===== config.mk =====
export PLATFORM = sky130hd
export DESIGN_NAME = bcd_counter_ctrl
export DESIGN_NICKNAME = d
export VERILOG_FILES = /design/src/rtl/bcd_counter_ctrl.sv
export SDC_FILE = /design/constraint.sdc
export NUM_CORES = 1
export LEC_CHECK = 0
export BUFFER_PORTS_ARGS = -buffer_cell sky130_fd_sc_hd__buf_2
export CAP_MARGIN = 20
export CORE_MARGIN = 2
export CORE_UTILIZATION = 57
export DETAILED_ROUTE_END_ITERATION = 16
export PLACE_DENSITY = 0.82
export SLEW_MARGIN = 15
export SYNTH_ARGS = -nofsm -noshare
export SYNTH_HDL_FRONTEND = slang
export SYNTH_SLANG_ARGS = --single-unit
export TNS_END_PERCENT = 1

===== constraint.sdc =====
create_clock -name clk -period 4.1 [get_ports clk]
set_input_delay 0.41 -clock clk [delete_from_list [all_inputs] [get_ports clk]]
set_output_delay 0.41 -clock clk [all_outputs]
set_load 0.05 [all_outputs]

===== src/rtl/bcd_counter_ctrl.sv =====
// Sequencer for a cascade of DIGITS decade counters.
// It runs a start/pause/clear state machine and a tick prescaler, and it
// drives the per-digit cascade enables. It stops with a one-cycle done pulse
// when the BCD count reaches the target that was latched at start.
//
// state    | meaning
// ---------+-----------------------------------------------------------
// S_IDLE   | cleared, count 0, waiting for start
// S_RUN    | prescaler running, count advances on each tick
// S_PAUSED | count and prescaler frozen, start resumes
// S_DONE   | target reached, count holds, start restarts from 0
module bcd_counter_ctrl #(
  parameter int DIGITS   = 2,
  parameter int PRESCALE = 4
) (
  input  logic                  clk,
  input  logic                  rst,
  input  logic                  start,
  input  logic                  pause,
  input  logic                  clear,
  input  logic [4*DIGITS-1:0]   target,
  output logic [DIGITS-1:0]     digit_en,
  output logic [4*DIGITS-1:0]   count,
  output logic                  busy,
  output logic                  done,
  output logic                  err,
  output logic [1:0]            state
);

  localparam int PW = (PRESCALE > 1) ? $clog2(PRESCALE) : 1;
  localparam logic [PW-1:0] PRESC_MAX = PW'(PRESCALE - 1);

  typedef enum logic [1:0] {
    S_IDLE   = 2'b00,
    S_RUN    = 2'b01,
    S_PAUSED = 2'b10,
    S_DONE   = 2'b11
  } state_t;

  state_t               state_q, state_d;
  logic [4*DIGITS-1:0]  count_q, count_d;
  logic [4*DIGITS-1:0]  target_q, target_d;
  logic [PW-1:0]        presc_q, presc_d;
  logic                 done_q, done_d;
  logic                 err_q, err_d;

  logic                 tgt_ok;
  logic                 tick;
  logic [4*DIGITS-1:0]  count_nxt;

  // A start is accepted only when every target digit is a legal BCD digit.
  always_comb begin
    tgt_ok = 1'b1;
    for (int i = 0; i < DIGITS; i++) begin
      if (target[4*i +: 4] > 4'd9) tgt_ok = 1'b0;
    end
  end

  // A pause in the tick cycle drops that tick.
  assign tick = (state_q == S_RUN) && (presc_q == PRESC_MAX) && !pause;

  // Ripple the cascade enables: a digit advances when every lower digit wraps.
  always_comb begin
    digit_en = '0;
    digit_en[0] = tick;
    for (int i = 1; i < DIGITS; i++) begin
      digit_en[i] = digit_en[i-1] && (count_q[4*(i-1) +: 4] == 4'd9);
    end
  end

  // Count value after the enabled digits advance, with 9 wrapping to 0.
  always_comb begin
    count_nxt = count_q;
    for (int i = 0; i < DIGITS; i++) begin
      if (digit_en[i]) begin
        count_nxt[4*i +: 4] = (count_q[4*i +: 4] == 4'd9) ? 4'd0
                                                          : count_q[4*i +: 4] + 4'd1;
      end
    end
  end

  // Next-state logic; clear overrides start, and start overrides pause.
  always_comb begin
    state_d  = state_q;
    count_d  = count_q;
    presc_d  = presc_q;
    target_d = target_q;
    done_d   = 1'b0;
    err_d    = 1'b0;
    if (clear) begin
      state_d = S_IDLE;
      count_d = '0;
      presc_d = '0;
    end else begin
      case (state_q)
        S_IDLE, S_DONE: begin
          if (start) begin
            if (tgt_ok) begin
              target_d = target;
              count_d  = '0;
              presc_d  = '0;
              state_d  = S_RUN;
            end else begin
              err_d = 1'b1;
            end
          end
        end
        S_RUN: begin
          if (pause) begin
            state_d = S_PAUSED;
          end else begin
            presc_d = (presc_q == PRESC_MAX) ? '0 : presc_q + 1'b1;
            if (tick) begin
              count_d = count_nxt;
              if (count_nxt == target_q) begin
                state_d = S_DONE;
                done_d  = 1'b1;
              end
            end
          end
        end
        S_PAUSED: begin
          if (start) state_d = S_RUN;
        end
        default: state_d = S_IDLE;
      endcase
    end
  end

  // State and datapath registers with synchronous reset.
  always_ff @(posedge clk) begin
    if (rst) begin
      state_q  <= S_IDLE;
      count_q  <= '0;
      presc_q  <= '0;
      target_q <= '0;
      done_q   <= 1'b0;
      err_q    <= 1'b0;
    end else begin
      state_q  <= state_d;
      count_q  <= count_d;
      presc_q  <= presc_d;
      target_q <= target_d;
      done_q   <= done_d;
      err_q    <= err_d;
    end
  end

  assign count = count_q;
  assign busy  = (state_q == S_RUN) || (state_q == S_PAUSED);
  assign done  = done_q;
  assign err   = err_q;
  assign state = state_q;

endmodule

==> metrics.md <==
| Metric | Value |
|---|---|
| Status | `finished clean` |
| Via density | `approximately 6.1` |
| Maximum vdd drop | `0.000184 V` |
| Gr ovfl total | `0` |
| Post_cts resized | `0` |
| Top cells by area, synth | `dfxtp_1 30%, mux2i_1 8.9%, nor2_1 7.7%` |
| Seq/Total Area, Yosys | `between 30% and 40%` |
| Fin. Hold Viols | `0` |
| Mapped Nets | `around 200` |
| Post-Route M1 WL | `roughly 1.5 mm` |
| Global-route wire length before repair | `5.37 mm` |
| Clock Latency Late Sink | `between 0.3 and 0.4 ns` |
| Initial detailed-routing violation count | `35` |
| Core area | `0.00245 mm2` |
| Leakage | `just under 0.8 nW` |
| TritonCTS Sinks | `22` |
| Avg Inst Size Synth | `8.35 um2` |
| FP Rows | `18` |
| DP HPWL | `2.53 mm` |
| DP Worst Slack | `1.57 ns` |
| Non-Filler Instances | `228` |
| Post-synth ARST share | `0%` |
| Pwr Density | `roughly 250 mW/mm2` |
| Residual DRC | `0` |
| Required time worst endpoint | `between 4 and 5 ns` |
| Max incr delay on CP | `about 0.40 ns` |
| Number of synthesized flops with an enable pin | `0` |
| Clk pin slew, worst setup/hold paths | `~0.13 ns` |
| Final setup viols | `0` |
| Crit share post-route | `64.0%` |
| Area leader, netlist | `dfxtp_1` |
| Fin area | `roughly 0.0016 mm2` |
| I/O pin count | `28` |
| Synth Instances | `~180` |
| Initial antenna violation count | `0` |
| CP max-delay cell | `ha_1` |
| Routed len/inst | `roughly 15 um` |
| Layout area overhead | `10.9%` |
| Pin count of the biggest net entering global routing | `16` |
| Synth cell types | `45` |
| CTS tree | `built` |
| Gr usage total | `25.5%` |
| Vias post-DR | `between 1,000 and 1,500` |
| Crit path cell chain | `inv_1 > ha_1 > nand3b_4 > o21a_1 > or3_4 > a2111oi_4 > nand4_2 > a311oi_2` |
| Final Max Slew Viols | `0` |
| Max Clock Freq | `381 MHz` |
| GP Congestion | `roughly 0.88` |
| PortBufs | `27` |
| Hold Crit Class | `in -> reg` |
| Die height | `54.6 um` |
| RSZ-0062 raised after global routing | `false` |
| Met2 wire length | `roughly 1.6 mm` |
| FF+latch count, synth | `22` |
| Pre-antenna DRT Iters | `4` |
| Nature of the critical path endpoint | `flip-flop` |
| Clock period minus worst slack | `2.62 ns` |
| Crit start category | `flip-flop` |
| CTS Buf Count | `3` |
| Main synth FF type | `dfxtp_1` |
| Layout cell share with drive strength beyond 1 | `20.7%` |
| ANT cells | `0` |
| Max-Cap Viols | `0` |
| Final setup margin | `between 1 and 1.5 ns` |
| Die W | `around 55 um` |
| Max transition margin | `between 60% and 70%` |
| Max Fanout on Critical Path | `15` |
| CP Buf/Inv Count | `1` |
| Post-route ant nets | `0` |
| Starting Density | `a little under 60%` |
| CP top delay family | `compound AO/OA/AOI/OAI gates` |
| Vias in the first global route | `about 1,200` |
| Yosys Warn Count | `0` |
| Crit path DAT | `approximately 2.9 ns` |
| Clock buffer depth | `2` |
| # hold bufs at CTS | `0` |
| H-tree depth | `1` |
| Placement-stage cell area | `around 0.0016 mm2` |
| Share of the synthesized area in the top cell type | `between 30% and 40%` |
| Placed instance count | `224` |
| Full die area | `approximately 0.0030 mm2` |
| Max layer used | `met4` |
| Worst-Margin Slew | `between 0.4 and 0.5 ns` |
| Post-route setup TNS | `0 ns` |
| Post-Syn Area | `around 0.0015 mm2` |
| WL met3 | `158 um` |
| Layout Skew | `around 0.0078 ns` |
| Final Net Count | `219` |
| Final wirelength | `approximately 3.4 mm` |
| Post-CTS Setup Inserts | `0` |
| Root buffer cell | `clkbuf_4` |
| Setup CP Type | `reg -> reg` |
[through the flow]
stage	hold slack (ns)	utilization (%)	power (mW)
floorplan	0.453	-	0.260
global placement	0.464	64.5	0.273
detailed placement	0.490	64.5	0.275
CTS	0.298	66.0	0.402
global route	0.307	66.0	0.416
finish	0.305	66.0	0.398
[flip-flops by register name, summed over array words and instances, names as in the netlist]
name and flops:
count 8, target_q 8, presc_q 2, state 2, done 1, err 1
[worst paths after layout]
path,startpoint,end,slack (ns),cells after the start
worst max register to register,state[1]$_SDFFE_PP0P_,state[0]$_SDFFE_PP0P_,1.48,8
worst min-delay path,target[4],target_q[4]$_SDFFE_PP0P_,0.31,3
worst max-delay path,state[1]$_SDFFE_PP0P_,state[0]$_SDFFE_PP0P_,1.48,8
worst min register to register,presc_q[1]$_SDFFE_PP0P_,presc_q[1]$_SDFFE_PP0P_,0.50,2
[layout by cell type, fill, tap and decap left out, types with 3 or more instances in the layout]
cell type and instances:
inv_1 10, nand2_1 8, mux2i_1 13, nand3_1 5, a21oi_1 10, a211oi_1 4, buf_2 27, a22oi_1 5
nor2_1 30, o21ai_0 12, or3_1 3, dfxtp_1 22, clkbuf_4 3, ha_1 7
[Yosys cell counts, types with 2 or more instances]
master	n
nor2_1	30
dfxtp_1	22
mux2i_1	13
o21ai_0	12
a21oi_1	10
inv_1	10
nand2_1	8
ha_1	7
a22oi_1	5
nand3_1	5
a211oi_1	4
clkbuf_1	4
or3_1	3
and3b_1	2
buf_6	2
nand2b_1	2
nand3b_1	2
nand3b_4	2
nand4b_1	2
nor3_1	2
nor4_1	2
or2_2	2
xnor2_1	2
[cell type report]
type                    instances  area [um2]
inverters                      11        41.3
repair buffers                 27         135
clock buffers                   4        36.3
well taps                      30        37.5
fillers                       211         835
multi-input cells             134         930
flip-flops and latches         22         440
[kinds of logic (layout without fill, tap and decap cells)]
| logic type | after synthesis | count (layout) | share of synthesized area (%) |
|---|---|---|---|
| mux | 13 | 13 | 8.90 |
| simple gates | 71 | 71 | 27.8 |
| buf+inv | 19 | 42 | 6.25 |
| flops | 22 | 22 | 30.1 |
| compound gates | 40 | 40 | 19.1 |
| fa+ha+maj | 7 | 7 | 5.99 |
| xor+xnor | 3 | 3 | 1.80 |
[metal layers]
layer	vias up	track usage [%]
met5	-	0
met4	0	14.2
met3	13	5.46
met2	47	40.1
met1	650	32.1
li1	672	-
[report_power, final]
part	switching, mW	internal [mW]	total (mW)
sequential	0.00265	0.217	0.220
clock	0.0728	0.0545	0.127
combinational	0.0315	0.0197	0.0512
[worst register-to-register path: stages (launching register included)]
cell and delay, ns:
dfxtp_1 0.36, inv_1 0.06, ha_1 0.40, nand3b_4 0.23, o21a_1 0.27, or3_4 0.39
a2111oi_4 0.36, nand4_2 0.17, a311oi_2 0.30
Note: power is estimated with default switching activity, not from simulation.
